--- config.mk ---
export PLATFORM = sky130hd
export DESIGN_NAME = dffn_reg_arbiter
export DESIGN_NICKNAME = d
export VERILOG_FILES = /design/src/rtl/dffn_reg_arbiter.sv
export SDC_FILE = /design/constraint.sdc
export NUM_CORES = 1
export LEC_CHECK = 0
export CORE_MARGIN = 1
export CORE_UTILIZATION = 35
export CTS_BUF_LIST = sky130_fd_sc_hd__clkbuf_4 sky130_fd_sc_hd__clkbuf_8 sky130_fd_sc_hd__clkbuf_16
export DETAILED_ROUTE_END_ITERATION = 12
export GPL_TIMING_DRIVEN = 0
export PLACE_DENSITY_LB_ADDON = 0.08
export SLEW_MARGIN = 0
export SYNTH_ARGS = -nofsm -noshare
export SYNTH_HDL_FRONTEND = slang
export SYNTH_SLANG_ARGS = --single-unit
--- constraint.sdc ---
create_clock -name ck -period 8.7 [get_ports ck]
set_input_delay 1.74 -clock ck [delete_from_list [all_inputs] [get_ports ck]]
set_output_delay 1.74 -clock ck [all_outputs]
set_load 0.01 [all_outputs]
--- src/rtl/dffn_reg_arbiter.sv ---
// dffn_reg_arbiter
//   Round-robin write arbiter for one WIDTH-bit register shared by NREQ requesters.
//   All state changes happen on the falling edge of ck, and reset is asynchronous.
//   A grant is issued one negedge before the write. The write is acknowledged with a
//   one-cycle ack pulse. The stored value is then held for HOLD_CYC negedges before
//   the arbiter accepts another request.
//   Build option ARB_FIXED_PRI_EN: when defined, the lowest-index requester always wins,
//   and the last-winner pointer is not built.
module dffn_reg_arbiter #(
    parameter int NREQ     = 4,
    parameter int WIDTH    = 8,
    parameter int HOLD_CYC = 1
) (
    input  logic                  ck,
    input  logic                  rst_n,
    input  logic [NREQ-1:0]       req,
    input  logic [NREQ*WIDTH-1:0] data,
    output logic [NREQ-1:0]       gnt,
    output logic [NREQ-1:0]       ack,
    output logic [WIDTH-1:0]      q,
    output logic [2:0]            owner,
    output logic                  busy
);

    localparam int IDX_W = (NREQ > 1) ? $clog2(NREQ) : 1;
    localparam logic [NREQ-1:0] ONE = {{(NREQ-1){1'b0}}, 1'b1};

    typedef enum logic [1:0] {
        IDLE  = 2'd0,
        GRANT = 2'd1,
        HOLD  = 2'd2
    } state_t;

    state_t           state;
    logic [IDX_W-1:0] win;
    logic [IDX_W-1:0] next_win;
    logic [3:0]       hold_cnt;

`ifdef ARB_FIXED_PRI_EN
    // Fixed priority: the lowest set index wins.
    function automatic logic [IDX_W-1:0] pick_winner(input logic [NREQ-1:0] r);
        logic [IDX_W-1:0] w;
        w = '0;
        for (int i = NREQ - 1; i >= 0; i--) begin
            if (r[i]) w = IDX_W'(i);
        end
        return w;
    endfunction

    // Winner candidate for the next IDLE negedge.
    always_comb next_win = pick_winner(req);
`else
    logic [IDX_W-1:0] last;

    // Round robin. The search distance from ptr+1, wrapping at NREQ, decides the winner,
    // so the first set bit after the previous winner is picked.
    function automatic logic [IDX_W-1:0] pick_winner(input logic [NREQ-1:0] r,
                                                     input logic [IDX_W-1:0] ptr);
        logic [IDX_W-1:0] w;
        int               best;
        int               d;
        w    = '0;
        best = NREQ;
        for (int i = 0; i < NREQ; i++) begin
            d = i - int'(ptr) - 1;
            if (d < 0) d = d + NREQ;
            if (r[i] && (d < best)) begin
                best = d;
                w    = IDX_W'(i);
            end
        end
        return w;
    endfunction

    // Winner candidate for the next IDLE negedge.
    always_comb next_win = pick_winner(req, last);
`endif

    // busy mirrors the registered state, so it also clears as soon as reset is asserted.
    assign busy = (state != IDLE);

    // Arbitration FSM and the shared falling-edge register.
    always_ff @(negedge ck or negedge rst_n) begin
        if (!rst_n) begin
            state    <= IDLE;
            win      <= '0;
            hold_cnt <= '0;
            gnt      <= '0;
            ack      <= '0;
            q        <= '0;
            owner    <= '0;
`ifndef ARB_FIXED_PRI_EN
            last     <= IDX_W'(NREQ - 1);
`endif
        end else begin
            case (state)
                IDLE: begin
                    if (req != '0) begin
                        win   <= next_win;
                        gnt   <= ONE << next_win;
                        state <= GRANT;
                    end
                end
                GRANT: begin
                    gnt <= '0;
                    if (req[win]) begin
                        q        <= data[int'(win)*WIDTH +: WIDTH];
                        owner    <= 3'(win);
                        ack      <= ONE << win;
                        hold_cnt <= 4'(HOLD_CYC);
`ifndef ARB_FIXED_PRI_EN
                        last     <= win;
`endif
                        state    <= HOLD;
                    end else begin
                        // The requester withdrew: no write, no ack, and the pointer stays put.
                        state <= IDLE;
                    end
                end
                HOLD: begin
                    ack      <= '0;
                    hold_cnt <= hold_cnt - 4'd1;
                    if (hold_cnt <= 4'd1) state <= IDLE;
                end
                default: begin
                    gnt   <= '0;
                    ack   <= '0;
                    state <= IDLE;
                end
            endcase
        end
    end

endmodule

* Yosys cells after proc, flatten, opt, wreduce, memory -nomap -nowiden *
Cells that the tools add are included.

storage, ports and cells
  register bits = 28
  output and inout port bits = 20
  word-level logic and storage cells = 77

cells by class
  add/subtract/negate cells = 13
  magnitude comparators = 10
  eq/ne operators = 5
  shifts and indexed selects = 3
  multiplexer cells = 22
  bitwise operators = 2
  reduce and logical (&&, ||, !) cells = 14

operators with widths
  kind                 number
  $mux 32              7
  $lt 32x32->1         3
  $lt 32x4->1 const B  1
  $shiftx 32x6->8      1
  $pmux 4 s2           3
  $add 4x4->5 const B  4
  $lt 4x1->1 const B   4
  $sub 3x2->4 const B  4
  $mux 4               3
  $reduce_and 2->1     6
  $mux 2               5
  $shl 1x2->4 const A  2
  $ne 2x2->1 const B   3
  $pmux 2 s3           1
  $sub 1x2->3 const A  2
  $sub 2x2->3 const A  2
  $le 4x1->1 const B   1
  $logic_and 1x1->1    4
  $reduce_bool 2->1    2
  $reduce_bool 4->1    1
  $sub 4x1->4 const B  1
  $lt 2x3->1 const B   1
  $bmux 1 s2           1
  $eq 2x1->1 const B   1
  4 further kinds      6

* Longest topological paths before layout *
Gate-level depths: netlist of run 1.

  depth after elaboration = 19
  depth in mapped cells = 18
  gate-level depth less buffers = 18

==> impl_metrics.py, run 1 <==
metrics = {
    "sta": {
        "slew_headroom_pct": 56.1,
        "finalSetupViolations": 5,
        "worst_hold_slack_ns": 0.433,
        "rsz0062_at_grt": "true",
        "worst_pin_slew_ns": 0.653,
        "fin_ws_ns": -0.0513,
        "skew_ns": 0.0550,
        "hold_viol_final": 0,
        "slew_violations": 0,
    },
    "setup_path": {
        "startpoint_type": "input port",
        "reg2reg_setup_slack_ns": 4.28,
        "r2r_end": "win[1]",
        "critPathMaxFanout": 3,
        "cp_slowest_cell": "mux2_4",
        "crit_arrival_ns": 4.54,
        "path_cells": "buf_12, nand2_4, o211ai_1, ha_1, buf_6, a221oi_4, o21ai_2, mux2_4, ha_4, inv_6, a2111oi_4, o211ai_1, and3b_2, a2bb2oi_4, o21a_1",
        "cp_data_required_time_ns": 4.49,
        "r2r-start": "last[0]",
        "crit_path_max_incr_delay_ns": 0.32,
        "end_kind": "flop",
        "setup.worst_path.start": "req[0]",
        "critPathMostFrequentCell": "o211ai_1",
        "cp_num_buf_inv": 3,
        "crit_type": "input port to flop",
        "r2r_cells": 17,
        "crit_family": "compound AO/OA/AOI/OAI gates",
    },
    "logic_synthesis": {
        "synth_top_area_cell": "dfrtn_1",
        "synth_cells": 185,
        "ys_seq_area_share_pct": 35.8,
        "yosys_warnings": 0,
        "ys.flop_type": "dfrtn_1",
        "synth.top_cell.area_share_pct": 33.1,
        "syn_area_um2": 1970,
        "synth_seq_cells": 28,
        "synth.distinct_cells": 55,
        "synthArstFlopShare_pct": 100,
        "synth_area_per_cell_um2": 10.6,
        "synth.area.top_cells": "dfrtn_1 (33%), mux4_2 (10%), ha_1 (7.6%)",
        "synth_edf_count": 0,
    },
    "cts": {
        "clk_latency_ns": 0.33,
        "cts_buffers": 3,
        "clkTransAtPathRegs_ns": 0.07,
        "clk_path_buf_depth": 2,
        "cts.sinks": 28,
        "htreeDepth": 1,
        "cts_root_buffer": "clkbuf_8",
        "tritoncts": "built",
    },
    "placed_design": {
        "portBuffers": 54,
        "dpl.hpwl_um": 3570,
        "place_area_um2": 2660,
        "gp_congestion": 0.759,
        "pre_cts_ws_ns": -1.23,
    },
    "grt": {
        "antenna_found_initial": 0,
        "grt_max_degree": 29,
        "grt_pass1_vias": 1775,
        "grt_pass1_wl_um": 8200,
        "overflow": 0,
        "track_usage_pct": 17.2,
    },
    "power": {
        "power.density_nw_per_um2": 482,
        "vdd_drop_max_uv": 299,
        "power.leakage_nw": 1.21,
    },
    "detailed_routing": {
        "viasPerCell": 5.11,
        "drc": 0,
        "firstDrtPassIters": 4,
        "ant_nets": 0,
        "post_drt_wl_per_cell_um": 14.7,
        "routed_wl_um": 4830,
        "first_iter_violations": 40,
        "route.vias.total": 1676,
    },
    "layout": {
        "final_cell_mix": "clkdlybuf4s50_1 (52), dfrtn_1 (26), buf_4 (14), nand2_1 (14), inv_1 (12)",
        "seq_area_um2": 703,
        "layout.nets": 309,
        "antennaDiodeCount": 0,
        "fin_util_pct": 54.6,
        "syn2layout_area_growth_pct": 46.3,
        "num-fill-cells": 487,
        "multiInputGateArea_um2": 1230,
        "final_area_um2": 2880,
        "drive_above_1_share_pct": 26.4,
        "final_common_cell": "clkdlybuf4s50_1",
    },
    "die": {
        "rows": 26,
        "boundaryPins": 58,
        "core_um2": 5270,
        "die-area_um2": 5920,
        "die_h_um": 76.9,
        "die_width_um": 76.9,
        "start_util_pct": 37.3,
    },
    "outcome": {
        "violations": "setup timing",
        "status": "complete, but fails checks",
    },
    "job": {
        "cap_violations": 0,
    },
    "worst_hold_path": {
        "hold_start": "gnt[1]",
        "min_path_cells": 2,
        "hold_path_class": "flop to flop",
        "holdPathEnd": "gnt[1]",
    },
}
cell type report:
class / count / share of cell area (%)
buffer: 11 / 2.87
clock buffer: 4 / 2.31
clock inverter: 2 / 0.261
inverter: 12 / 1.83
multi-input combinational: 134 / 42.9
sequential: 28 / 24.4
tap: 70 / 3.04
timing repair buffer: 67 / 22.3
metal layers:
| metal | global-route usage, % | share of wire [%] | vias to the layer above |
|---|---|---|---|
| met4 | 5.58 | 0.83 | 0 |
| met3 | 2.74 | 4.8 | 2 |
| li1 | - | - | 817 |
| met1 | 21.4 | 45 | 814 |
| met5 | 0 | 0 | - |
| met2 | 30.2 | 49 | 43 |
what timing repair did:
action / CTS / global route
setup buffers: 12 / 1
pin swaps: 12 / 2
hold buffers: 0 / 0
endpoints found under the setup margin: 6 / 6
gates resized for setup: 18 / 0
worst max path at each step:
stage | end | slack (ns) | cells past startpoint
2_1_floorplan | win[1] | -0.23 | 16
3_3_place_gp | win[1] | -1.23 | 16
3_5_place_dp | gnt[2] | -1.23 | 16
4_1_cts | win[1] | -0.004 | 15
5_1_grt | win[1] | -0.20 | 15
6_report | win[1] | -0.05 | 15
state kept, by name, summed over array words and instances, names as in the netlist:
signal    cells
last          2
hold_cnt      4
gnt           4
owner         2
win           2
q             8
state         2
ack           4
Yosys cell counts (2+ instances only):
library cell	n
buf_2	2
nand3_1	5
xnor2_1	3
mux4_2	9
nor2_1	8
conb_1	2
dfstp_2	2
a21oi_1	6
buf_6	3
nor4_1	2
o31ai_1	2
nand4b_1	2
ha_1	12
a211oi_1	2
nor2b_1	4
nand2b_1	2
mux2_2	11
nor3_1	3
buf_4	2
o21ai_0	7
o211ai_1	2
dfrtn_1	26
and2_1	3
a31oi_1	2
inv_1	13
clkbuf_1	4
mux2_1	2
nand2_1	16
o21a_1	2
power by group:
part           leakage, nW  internal (mW)  switching, mW
Sequential           0.347          0.198         0.0379
Combinational        0.817          0.549          0.504
Clock               0.0445         0.0513         0.0449
stage by stage:
stage / total power, mW / TNS, ns / std cells
6_report: 1.39 / -0.168 / 328
5_1_grt: 1.50 / -1.06 / 328
4_1_cts: 1.38 / -0.00568 / 327
3_5_place_dp: 1.13 / -7.17 / 310
3_3_place_gp: 1.12 / -7.15 / 310
2_1_floorplan: 0.899 / -1.14 / 186
cells by family after synthesis:
logic type	count (synthesis)	share of synthesized area, %
other	2	0.382
buffers and inverters	24	6.24
adder cells (fa/ha/maj)	12	7.64
AO/OA/AOI/OAI	38	14.9
flip-flops	28	35.8
AND/OR/NAND/NOR	54	14.7
multiplexers	22	17.8
XOR/XNOR	5	2.61
tightest hold or removal path, stage by stage (launching register included):
cell and delay [ns]:
dfrtn_1 0.41, nand2_1 0.05, o21ai_0 0.06
(Power assumes the default switching activity.)
==> inputs of run 2 (changes only) <==
- CORE_MARGIN: 1 -> default
- clock period: 8.7 -> 8.6 ns (I/O delays scaled with it)
==> run 2 against run 1 <==
The run still ends with setup timing left; critical path type unchanged; critical path depth unchanged; utilization unchanged; sequential cell count unchanged; clock power up 1%; sequential power about the same; non-clock buffer count unchanged.
==> impl_metrics.py, run 2 (same netlist as run 1, synthesis figures left out) <==
metrics = {
    "grt": {
        "grt_pass1_wl_um": 8200,
        "antenna_found_initial": 0,
        "overflow": 0,
        "track_usage_pct": 17.2,
        "grt_pass1_vias": 1775,
        "grt_max_degree": 29,
    },
    "sta": {
        "hold_viol_final": 0,
        "fin_ws_ns": -0.0813,
        "slew_violations": 0,
        "skew_ns": 0.0550,
        "finalSetupViolations": 5,
        "worst_pin_slew_ns": 0.653,
        "slew_headroom_pct": 56.1,
        "tns_ns": -0.318,
        "rsz0062_at_grt": "true",
    },
    "layout": {
        "antennaDiodeCount": 0,
        "final_area_um2": 2880,
        "num-fill-cells": 487,
        "syn2layout_area_growth_pct": 46.3,
        "drive_above_1_share_pct": 26.4,
        "final_cells": 328,
        "largest_reg_flops": 8,
        "top_register": "q",
        "layout.nets": 309,
        "final_cell_mix": "clkdlybuf4s50_1 (52), dfrtn_1 (26), buf_4 (14), nand2_1 (14), inv_1 (12)",
        "final_common_cell": "clkdlybuf4s50_1",
    },
    "cts": {
        "tritoncts": "built",
        "cts_root_buffer": "clkbuf_8",
        "hold_buffers": 0,
        "clkTransAtPathRegs_ns": 0.07,
        "cts_buffers": 3,
        "htreeDepth": 1,
        "clk_path_buf_depth": 2,
        "cts.sinks": 28,
        "clk_latency_ns": 0.33,
    },
    "detailed_routing": {
        "viasPerCell": 5.11,
        "drc": 0,
        "post_drt_wl_per_cell_um": 14.7,
        "firstDrtPassIters": 4,
        "ant_nets": 0,
        "routed_wl_um": 4830,
        "first_iter_violations": 40,
        "route.vias.total": 1676,
    },
    "placed_design": {
        "portBuffers": 54,
        "placedCellCount": 310,
        "gp_congestion": 0.759,
        "dpl.hpwl_um": 3570,
        "place_area_um2": 2660,
    },
    "power": {
        "p_comb_share_pct": 76.0,
        "power.internal_mw": 0.808,
        "vdd_drop_max_uv": 303,
        "swShare_pct": 42.3,
        "power.density_nw_per_um2": 487,
        "power.leakage_nw": 1.21,
        "total_power_mw": 1.40,
        "power.share.clock_pct": 6.9,
        "p_seq_share_pct": 17.1,
        "p_sw_mw": 0.593,
    },
    "outcome": {
        "violations": "setup timing",
        "status": "complete, but fails checks",
    },
    "setup_path": {
        "critPathMaxFanout": 3,
        "crit_type": "input port to flop",
        "r2r-start": "last[0]",
        "crit_arrival_ns": 4.52,
        "end_kind": "flop",
        "setup.worst_path.start": "req[0]",
        "cp_data_required_time_ns": 4.44,
        "startpoint_type": "input port",
    },
    "die": {
        "start_util_pct": 37.3,
        "die_width_um": 76.9,
        "die_h_um": 76.9,
        "boundaryPins": 58,
        "rows": 26,
        "die-area_um2": 5920,
        "core_um2": 5270,
    },
    "job": {
        "cap_violations": 0,
    },
    "worst_hold_path": {
        "hold_start": "gnt[1]",
        "hold_path_class": "flop to flop",
    },
}
run 2: cell counts in the layout (fill, tap and decap cells not counted):
Identical to the previous run, type by type.
run 2: final cells by class:
cell class,instances,area (um^2),area share [%]
inverter,12,52.6,1.83
sequential,28,703,24.4
timing repair buffer,67,642,22.3
buffer,11,82.6,2.87
tap,70,87.6,3.04
multi-input combinational,134,1230,42.9
clock inverter,2,7.51,0.261
clock buffer,4,66.3,2.31
run 2: stage by stage:
step | hold WS (ns) | utilization [%] | worst slack (ns)
after floorplan | 0.401 | - | -0.264
after global placement | 0.427 | 50.5 | -1.26
after detailed placement | 0.444 | 50.5 | -1.26
after CTS | 0.445 | 54.5 | -0.0344
after global routing | 0.463 | 54.6 | -0.233
final | 0.433 | 54.6 | -0.0813
run 2: path summary, 6_finish.rpt:
| check | slack (ns) | endpoint | cells past startpoint |
|---|---|---|---|
| setup / recovery | -0.08 | win[1] | 15 |
| hold / removal | 0.43 | gnt[1] | 2 |
| setup reg to reg | 4.18 | win[1] | 17 |
| hold reg to reg | 0.43 | gnt[1] | 2 |
| max in group asynchronous | 2.49 | last[1] | 1 |
| min in group asynchronous | 5.63 | q[7] | 1 |
run 2: power by group through the flow:
stage | registers (mW) | clock network, mW | logic, mW
6_report | 0.239 | 0.0973 | 1.07
5_1_grt | 0.251 | 0.106 | 1.16
4_1_cts | 0.240 | 0.100 | 1.05
3_5_place_dp | 0.242 | 0.00218 | 0.896
3_3_place_gp | 0.239 | 0.00218 | 0.891
2_1_floorplan | 0.254 | 0.00218 | 0.654
run 2: what timing repair did:
action	in CTS	in global routing
resized for setup	18	0
setup endpoints to repair	6	6
pin swaps	12	2
buffers inserted	12	1
run 2: worst max-delay path: stages:
cell       delay [ns]
buf_12           0.08
nand2_4          0.04
o211ai_1         0.23
ha_1             0.30
buf_6            0.13
a221oi_4         0.30
o21ai_2          0.11
mux2_4           0.32
ha_4             0.29
inv_6            0.04
a2111oi_4        0.18
o211ai_1         0.19
and3b_2          0.30
a2bb2oi_4        0.16
o21a_1           0.11
run 2: layer usage:
metal,global-route usage (%),up-vias,wire (um)
met5,0,-,0
met4,5.58,0,40
met1,21.4,814,2180
li1,-,817,-
met3,2.74,2,230
met2,30.2,43,2380
==> inputs of run 3 (changes only) <==
- ABC_AREA: default -> 0
- CTS_CLUSTER_SIZE: default -> 40
- GPL_ROUTABILITY_DRIVEN: default -> 0
==> results of run 3 <==
Final layout, timing and power as in run 2 (identical DEF).
